<file path="src/rtl/mem_bus_ctrl_if.sv">
// Cache-side and RAM-side signal bundle for mem_bus_ctrl.
// master: the controller (drives waits, loads and RAM strobes).
// slave : the environment (caches and RAM model).
interface mem_bus_ctrl_if #(
  parameter int CPUS   = 2,
  parameter int ADDR_W = 32
);
  logic [CPUS-1:0]        iREN, dREN, dWEN;
  logic [CPUS*ADDR_W-1:0] iaddr, daddr, dstore;
  logic [CPUS-1:0]        iwait, dwait;
  logic [ADDR_W-1:0]      iload, dload;
  logic                   ramREN, ramWEN;
  logic [ADDR_W-1:0]      ramaddr, ramstore, ramload;
  logic [1:0]             ramstate;

  modport master (
    input  iREN, dREN, dWEN, iaddr, daddr, dstore, ramload, ramstate,
    output iwait, dwait, iload, dload, ramREN, ramWEN, ramaddr, ramstore
  );

  modport slave (
    output iREN, dREN, dWEN, iaddr, daddr, dstore, ramload, ramstate,
    input  iwait, dwait, iload, dload, ramREN, ramWEN, ramaddr, ramstore
  );
endinterface

</file>
<file path="src/rtl/mem_bus_ctrl.sv">
// Memory bus controller: arbitrates per-CPU icache/dcache requests onto one
// single-ported RAM, one transaction in flight.
// Optional macro MEMBUS_RR_ARB_EN: round-robin across CPUs instead of
// fixed lowest-index priority.
module mem_bus_ctrl #(
  parameter int CPUS   = 2,
  parameter int ADDR_W = 32
) (
  input  logic            CLK,
  input  logic            RST,
  mem_bus_ctrl_if.master  bus
);
  localparam int IDX_W = (CPUS > 1) ? $clog2(CPUS) : 1;
  localparam logic [1:0] RS_ACCESS = 2'd2;
  localparam logic [1:0] RS_ERROR  = 2'd3;

  typedef enum logic [1:0] {IDLE, REQ, RETRY} state_t;
  typedef enum logic [1:0] {CLS_I, CLS_DR, CLS_DW} cls_t;

  state_t            state_q;
  cls_t              cls_q;
  logic [IDX_W-1:0]  gnt_q;
  logic [ADDR_W-1:0] addr_q, store_q;
  logic              ren_q, wen_q;
  logic [ADDR_W-1:0] iload_q, dload_q;
`ifdef MEMBUS_RR_ARB_EN
  logic [IDX_W-1:0]  ptr_q;
`endif

  logic [CPUS-1:0]   pend;
  logic              win_found;
  logic [IDX_W-1:0]  win_idx;
  cls_t              win_cls;
  logic [ADDR_W-1:0] win_addr, win_store;
  logic              done;
  int                idx;

  assign pend = bus.iREN | bus.dREN | bus.dWEN;
  assign done = (state_q == REQ) && (bus.ramstate == RS_ACCESS);

  // Pick the winning CPU and its highest-priority request class.
  always_comb begin
    win_found = 1'b0;
    win_idx   = '0;
    win_cls   = CLS_I;
    win_addr  = '0;
    win_store = '0;
    idx       = 0;
    for (int k = 0; k < CPUS; k++) begin
`ifdef MEMBUS_RR_ARB_EN
      idx = (int'(ptr_q) + k) % CPUS;
`else
      idx = k;
`endif
      if (!win_found && pend[idx]) begin
        win_found = 1'b1;
        win_idx   = IDX_W'(idx);
        win_store = bus.dstore[idx*ADDR_W +: ADDR_W];
        if (bus.dWEN[idx]) begin
          win_cls  = CLS_DW;
          win_addr = bus.daddr[idx*ADDR_W +: ADDR_W];
        end else if (bus.dREN[idx]) begin
          win_cls  = CLS_DR;
          win_addr = bus.daddr[idx*ADDR_W +: ADDR_W];
        end else begin
          win_cls  = CLS_I;
          win_addr = bus.iaddr[idx*ADDR_W +: ADDR_W];
        end
      end
    end
  end

  // Wait and load are combinational on the ACCESS cycle so completion is
  // visible in the same cycle RAM answers; loads hold their last value.
  always_comb begin
    bus.iwait = '1;
    bus.dwait = '1;
    bus.iload = iload_q;
    bus.dload = dload_q;
    if (done) begin
      if (cls_q == CLS_I) begin
        bus.iwait[gnt_q] = 1'b0;
        bus.iload        = bus.ramload;
      end else begin
        bus.dwait[gnt_q] = 1'b0;
        if (cls_q == CLS_DR) bus.dload = bus.ramload;
      end
    end
  end

  assign bus.ramREN   = ren_q;
  assign bus.ramWEN   = wen_q;
  assign bus.ramaddr  = addr_q;
  assign bus.ramstore = store_q;

  // Transaction FSM with registered RAM strobes, address and data.
  always_ff @(posedge CLK) begin
    if (RST) begin
      state_q <= IDLE;
      cls_q   <= CLS_I;
      gnt_q   <= '0;
      addr_q  <= '0;
      store_q <= '0;
      ren_q   <= 1'b0;
      wen_q   <= 1'b0;
      iload_q <= '0;
      dload_q <= '0;
`ifdef MEMBUS_RR_ARB_EN
      ptr_q   <= '0;
`endif
    end else begin
      unique case (state_q)
        IDLE: if (win_found) begin
          state_q <= REQ;
          gnt_q   <= win_idx;
          cls_q   <= win_cls;
          addr_q  <= win_addr;
          store_q <= win_store;
          ren_q   <= (win_cls != CLS_DW);
          wen_q   <= (win_cls == CLS_DW);
        end
        REQ: begin
          if (bus.ramstate == RS_ACCESS) begin
            state_q <= IDLE;
            ren_q   <= 1'b0;
            wen_q   <= 1'b0;
            if (cls_q == CLS_I)  iload_q <= bus.ramload;
            if (cls_q == CLS_DR) dload_q <= bus.ramload;
`ifdef MEMBUS_RR_ARB_EN
            ptr_q <= (int'(gnt_q) + 1 >= CPUS) ? '0 : IDX_W'(int'(gnt_q) + 1);
`endif
          end else if (bus.ramstate == RS_ERROR) begin
            state_q <= RETRY;
            ren_q   <= 1'b0;
            wen_q   <= 1'b0;
          end
        end
        RETRY: begin
          // Reissue the latched request unchanged.
          state_q <= REQ;
          ren_q   <= (cls_q != CLS_DW);
          wen_q   <= (cls_q == CLS_DW);
        end
        default: state_q <= IDLE;
      endcase
    end
  end
endmodule

</file>
<file path="src/flat_wrapper.sv">
// flat-port wrapper written by rule: the top's interface ports become plain ports
module mem_bus_ctrl_flat 
#(
  parameter int CPUS   = 2,
  parameter int ADDR_W = 32
)
  (CLK, RST, bus_iREN, bus_dREN, bus_dWEN, bus_iaddr, bus_daddr, bus_dstore, bus_ramload, bus_ramstate, bus_iwait, bus_dwait, bus_iload, bus_dload, bus_ramREN, bus_ramWEN, bus_ramaddr, bus_ramstore);
  mem_bus_ctrl_if #(.CPUS(CPUS), .ADDR_W(ADDR_W)) bus_i ();
  input  logic CLK;
  input  logic RST;
  input wire logic [$bits(bus_i.iREN)-1:0] bus_iREN;
  input wire logic [$bits(bus_i.dREN)-1:0] bus_dREN;
  input wire logic [$bits(bus_i.dWEN)-1:0] bus_dWEN;
  input wire logic [$bits(bus_i.iaddr)-1:0] bus_iaddr;
  input wire logic [$bits(bus_i.daddr)-1:0] bus_daddr;
  input wire logic [$bits(bus_i.dstore)-1:0] bus_dstore;
  input wire logic [$bits(bus_i.ramload)-1:0] bus_ramload;
  input wire logic [$bits(bus_i.ramstate)-1:0] bus_ramstate;
  output wire logic [$bits(bus_i.iwait)-1:0] bus_iwait;
  output wire logic [$bits(bus_i.dwait)-1:0] bus_dwait;
  output wire logic [$bits(bus_i.iload)-1:0] bus_iload;
  output wire logic [$bits(bus_i.dload)-1:0] bus_dload;
  output wire logic [$bits(bus_i.ramREN)-1:0] bus_ramREN;
  output wire logic [$bits(bus_i.ramWEN)-1:0] bus_ramWEN;
  output wire logic [$bits(bus_i.ramaddr)-1:0] bus_ramaddr;
  output wire logic [$bits(bus_i.ramstore)-1:0] bus_ramstore;
  assign bus_i.iREN = bus_iREN;
  assign bus_i.dREN = bus_dREN;
  assign bus_i.dWEN = bus_dWEN;
  assign bus_i.iaddr = bus_iaddr;
  assign bus_i.daddr = bus_daddr;
  assign bus_i.dstore = bus_dstore;
  assign bus_i.ramload = bus_ramload;
  assign bus_i.ramstate = bus_ramstate;
  assign bus_iwait = bus_i.iwait;
  assign bus_dwait = bus_i.dwait;
  assign bus_iload = bus_i.iload;
  assign bus_dload = bus_i.dload;
  assign bus_ramREN = bus_i.ramREN;
  assign bus_ramWEN = bus_i.ramWEN;
  assign bus_ramaddr = bus_i.ramaddr;
  assign bus_ramstore = bus_i.ramstore;
  mem_bus_ctrl #(.CPUS(CPUS), .ADDR_W(ADDR_W)) u_core (.CLK(CLK), .RST(RST), .bus(bus_i));
endmodule
</file>
<file path="config.mk">
export PLATFORM = sky130hd
export DESIGN_NAME = mem_bus_ctrl_flat
export DESIGN_NICKNAME = d
export VERILOG_FILES = /design/src/rtl/mem_bus_ctrl_if.sv /design/src/rtl/mem_bus_ctrl.sv /design/src/flat_wrapper.sv
export SDC_FILE = /design/constraint.sdc
export NUM_CORES = 1
export LEC_CHECK = 0
export CAP_MARGIN = 20
export CORE_AREA = 4 4 139 141
export CTS_BUF_LIST = sky130_fd_sc_hd__clkbuf_16
export DETAILED_ROUTE_END_ITERATION = 10
export DIE_AREA = 0 0 143 145
export DONT_BUFFER_PORTS = 1
export HOLD_SLACK_MARGIN = 0.08
export SYNTH_ARGS = -nofsm -noshare
export SYNTH_HDL_FRONTEND = slang
export SYNTH_SLANG_ARGS = --single-unit
export TNS_END_PERCENT = 10
</file>
<file path="constraint.sdc">
create_clock -name CLK -period 2.1 [get_ports CLK]
set_input_delay 0.42 -clock CLK [delete_from_list [all_inputs] [get_ports CLK]]
set_output_delay 0.42 -clock CLK [all_outputs]
set_load 0.01 [all_outputs]
</file>
* Word level (Yosys, flattened, before mapping)
Cells that the tools add are included.
Storage, ports and cells: flip-flop bits (word level) 135, input port bits 234, word-level logic and storage cells 74
Operators by class: $lt $le $gt $ge 2, eq/ne operators 11, mux-type cells 38, bitwise logic cells 3, reduce and logical (&&, ||, !) cells 11
Operators with widths (count):
- $mux 32 | 13
- $mux 2 | 11
- $eq 2x2->1 const B | 5
- $mux 1 | 10
- $pmux 1 s3 | 2
- $pmux 2 s3 | 1
- $reduce_and 2->1 | 3
- $eq 2x1->1 const B | 2
- $logic_not 2->1 | 2
- $ne 2x2->1 const B | 2
- $or 2x2->2 | 2
- $logic_and 1x1->1 | 3
- $ne 3x3->1 const B | 1
- $reduce_and 3->1 | 1
- $reduce_bool 3->1 | 1
- $lt 1x2->1 const B | 1
- $ne 2x1->1 const B | 1
- $not 2->2 | 1
- $demux 1 s1 | 1
- $ge 1x1->1 const B | 1
- $logic_not 1->1 | 1

* Longest topological paths before layout
Gate-level depths: netlist of the first run.
depth in word-level cells 9, mapped depth 7, mapped depth without buffers 4

* Worst setup path after synthesis of the first run
OpenSTA, ideal clock, no wires.
path kind flip-flop to output port, start register u_core.state_q[1], end output bus_iload[10], arrival 1.420 ns, required time 1.680 ns, path slack 0.260 ns, cell stages (with the launch flop) 6, path buffers 2, path through dfxtp_1 buf_2 and4bb_2 nand2_1 buf_2 mux2_2
Between the ends: cells in the longest elaborated chain, start to end 3
RTL lines:
- from (decl) | line mem_bus_ctrl.sv:20 | state_t state_q;
- from (signal assigned) | line mem_bus_ctrl.sv:99 | state_q <= IDLE;
- from (signal assigned) | line mem_bus_ctrl.sv:114 | state_q <= REQ;
- from (signal assigned) | line mem_bus_ctrl.sv:124 | state_q <= IDLE;
- $eq 2x1->1 | line mem_bus_ctrl.sv:39 | assign done = (state_q == REQ) && (bus.ramstate == RS_ACCESS);
- $logic_and 1x1->1 | line mem_bus_ctrl.sv:39
- $mux 32 | line mem_bus_ctrl.sv:80 | if (done) begin
- to (decl) | line flat_wrapper.sv:21 | output wire logic [$bits(bus_i.iload)-1:0] bus_iload;
Every way passes these cells.

* Worst setup path after layout of the first run
start register u_core.state_q[1], end output bus_dload[19]
Between the ends: cells in the longest elaborated chain, start to end 3
RTL lines:
- $eq 2x1->1 | line mem_bus_ctrl.sv:39
- $logic_and 1x1->1 | line mem_bus_ctrl.sv:39
- $mux 32 | line mem_bus_ctrl.sv:80
- to (decl) | line flat_wrapper.sv:22 | output wire logic [$bits(bus_i.dload)-1:0] bus_dload;
Every way passes these cells.

==> results.py, run 1 <==
metrics = {
    "synth": {
        "syn_inst": 686,
        "syn_nets": 920,
        "synth_top_family_by_area": "simple AND/OR/NAND/NOR gates",
        "netlist_area_um2": 6350,
        "synth_compound_area_share_pct": 18.2,
        "seq_area_frac_synth_pct": 42.6,
        "synth_xor_area_share_pct": 0,
        "synthSimpleGateAreaFrac_pct": 18.3,
        "ys_types": 41,
        "ys_ff_latch": 135,
        "synth.area.mux_share_pct": 15.8,
        "yosysWarnings": 0,
        "syn_avg_cell_area_um2": 9.26,
        "synthAdderAreaFrac_pct": 0,
    },
    "worst_setup_path": {
        "r2r-end": "u_core.cls_q[0]",
        "critical_path_required_ns": 1.68,
        "cp_data_arrival_time_ns": 1.80,
        "crit_type": "register to output pin",
        "r2r_cells": 6,
        "cp_max_fo": 32,
        "critPathLaunch": "u_core.state_q[1]",
        "r2r_setup_slack_ns": 0.15,
        "endpoint": "bus_dload[19]",
        "rr_startpoint": "u_core.state_q[1]",
        "end_kind": "output pin",
        "startpoint_type": "register",
    },
    "sta": {
        "fin_skew_ns": 0.00707,
        "max_freq_mhz": 451,
        "drv_slew": 0,
        "min_period_over_period_pct": 106,
        "relSlewSlack_pct": 26.9,
        "tightest_slew_ns": 1.09,
        "hold_violations": 0,
        "setup_slack_ns": -0.117,
        "fin_tns_setup_ns": -6.56,
        "setup_viol": 66,
        "rsz0062_at_grt": "true",
        "period_needed_ns": 2.22,
    },
    "place": {
        "postPlaceCellArea_um2": 6500,
        "dpl_worst_slack_ns": 0.205,
        "place.gp.congestion": 0.824,
        "post-dp-hpwl_um": 15300,
        "io_buffers": 0,
    },
    "global_routing": {
        "antenna_found_initial": 1,
        "grt.overflow.total": 0,
        "grt_pass1_vias": 5011,
        "grt_max_degree": 136,
        "grt_usage_pct": 18.7,
        "grt_pass1_wl_um": 30000,
    },
    "route": {
        "dr_total_vias": 5039,
        "drt_pass1_iterations": 5,
        "wl_um": 21000,
        "drtAntennaViolNets": 0,
        "route.detailed.drc": 0,
        "drtIter0Drc": 230,
        "routedWlPerCell_um": 22.8,
        "vias_per_cell": 5.47,
    },
    "cts": {
        "cts_buffers": 17,
        "htreeDepth": 4,
        "clk_path_buf_depth": 2,
        "cts_root_buf": "clkbuf_16",
        "cts.sinks": 135,
        "cts_tree": "yes",
        "path_clk_slew_ns": 0.06,
        "clock_latency_ns": 0.41,
        "postCtsSetupBuffers": 0,
    },
    "finish": {
        "utilization_pct": 41.0,
        "drive_gt1_share_pct": 22.1,
        "fin_nets": 914,
        "fin_area_um2": 7370,
        "num_antenna_cells": 0,
        "syn_to_final_growth_pct": 16.1,
    },
    "pwr": {
        "leakage_nw": 2.84,
        "ir_drop_mv": 0.570,
        "power_density_nw_per_um2": 876,
        "fin_total_pwr_mw": 6.46,
    },
    "floorplan": {
        "rows": 49,
        "die_w_um": 143,
        "top_level_ports": 368,
        "die_h_um": 145,
        "dieArea_um2": 20700,
        "floorplan.initialDensity_pct": 35.4,
        "core-area_um2": 18000,
    },
    "run": {
        "drv_cap": 0,
    },
    "worst_hold_path": {
        "hold_class": "input pin to register",
    },
    "status": {
        "status": "finished with violations",
        "violations": "setup timing",
    },
}
==> cell type report <==
type	instances	area (um2)
sequential	135	2710
clock buffer	17	425
clock inverter	15	150
tap	229	287
inverter	3	11.3
timing repair buffer	36	433
multi-input combinational	487	3350
fill	1758	10600
==> layer usage <==
metal / vias to the layer above / track usage, % / share of wire [%]
met5: - / 0 / 0.062
met4: 2 / 5.80 / 1.6
met3: 15 / 7.80 / 11
met2: 274 / 31.2 / 49
met1: 2307 / 21.8 / 38
li1: 2441 / - / -
==> where the power goes <==
| part | switching, mW | internal (mW) | total (mW) |
|---|---|---|---|
| registers | 0.170 | 2.71 | 2.88 |
| logic | 0.385 | 0.327 | 0.712 |
| clock network | 1.29 | 1.58 | 2.87 |
| total | 1.84 | 4.62 | 6.46 |
==> cell usage after synthesis (all sizes together) <==
master / number / area, um2
or3: 5 / 36.3
inv: 3 / 11.3
a221oi: 25 / 244
nor2: 75 / 289
nand3: 9 / 45.0
nor3: 5 / 52.6
and4bb: 1 / 12.5
o21ai: 24 / 131
o21ba: 1 / 10.0
a22oi: 16 / 120
a21boi: 1 / 7.51
a211oi: 41 / 308
dfxtp: 135 / 2700
a32oi: 1 / 8.76
clkbuf: 32 / 121
nand2: 62 / 235
nor3b: 1 / 7.51
mux2: 89 / 1000
nor2b: 71 / 444
o22ai: 16 / 100
o31ai: 1 / 7.51
nand3b: 1 / 11.3
a21oi: 28 / 140
or2: 4 / 25.0
buf: 29 / 193
nand2b: 1 / 6.26
o22a: 1 / 8.76
a2111oi: 1 / 8.76
o2111ai: 7 / 61.3
==> stage by stage <==
step	std cells	hold slack (ns)
2_1_floorplan	686	0.458
3_3_place_gp	868	0.475
3_5_place_dp	868	0.484
4_1_cts	918	0.0550
5_1_grt	922	0.0971
6_report	922	0.116
==> critical path: stages, from the launching register on <==
cell and delay, ns:
dfxtp_4 0.38, and4bb_2 0.26, nand3b_2 0.11, buf_12 0.20, mux2_2 0.41
==> how the worst min path moves through the flow <==
stage	start	to	depth (start not counted)
floorplan	u_core.cls_q[1]	u_core.cls_q[1]	2
global placement	u_core.cls_q[1]	u_core.cls_q[1]	2
detailed placement	u_core.cls_q[1]	u_core.cls_q[1]	2
CTS	RST	u_core.dload_q[30]	1
global route	RST	u_core.bus.ramREN	1
finish	RST	u_core.bus.ramREN	1
==> repair_timing <==
action	4_1_cts	5_1_grt
hold buffers	17	4
resized for setup	9	3
hold endpoints to repair	129	19
cloned	1	0
endpoints found under the setup margin	66	67
==> flip-flops by register name (all words and copies together), names as in the netlist <==
register and count:
u_core.gnt_q 1, u_core.bus.ramstore 32, u_core.bus.ramaddr 32, u_core.state_q 2, u_core.dload_q 32, u_core.bus.ramWEN 1
u_core.cls_q 2, u_core.iload_q 32, u_core.bus.ramREN 1
==> logic make-up (layout without fill, tap and decap cells) <==
group | count (synthesis) | in the layout
muxes | 89 | 89
DFF | 135 | 135
buffers and inverters | 64 | 71
AOI/OAI and AO/OA | 163 | 163
and+or+nand+nor | 235 | 235
==> cell usage in the layout, fill, tap and decap left out, types with 7 or more instances in the layout <==
| cell type | synthesis | layout |
|---|---|---|
| clkbuf_16 | 0 | 17 |
| a221oi_1 | 21 | 21 |
| o21ai_0 | 23 | 23 |
| o22ai_1 | 16 | 16 |
| nor2b_1 | 71 | 71 |
| a211oi_1 | 41 | 40 |
| dlygate4sd3_1 | 0 | 19 |
| nor2_1 | 74 | 73 |
| dfxtp_1 | 135 | 133 |
| nand2_1 | 61 | 60 |
| mux2_2 | 77 | 80 |
| nand3_1 | 9 | 9 |
| mux2_1 | 12 | 9 |
| buf_4 | 4 | 9 |
| a21oi_1 | 28 | 27 |
| o2111ai_1 | 7 | 7 |
| a22oi_1 | 16 | 16 |
Power figures use the tool's default switching activity.
==> run 2, diff against run 1 <==
- ABC_CLOCK_PERIOD_IN_PS: not set -> 2100
==> results of run 2 <==
Final layout, timing and power as in run 1 (identical DEF).
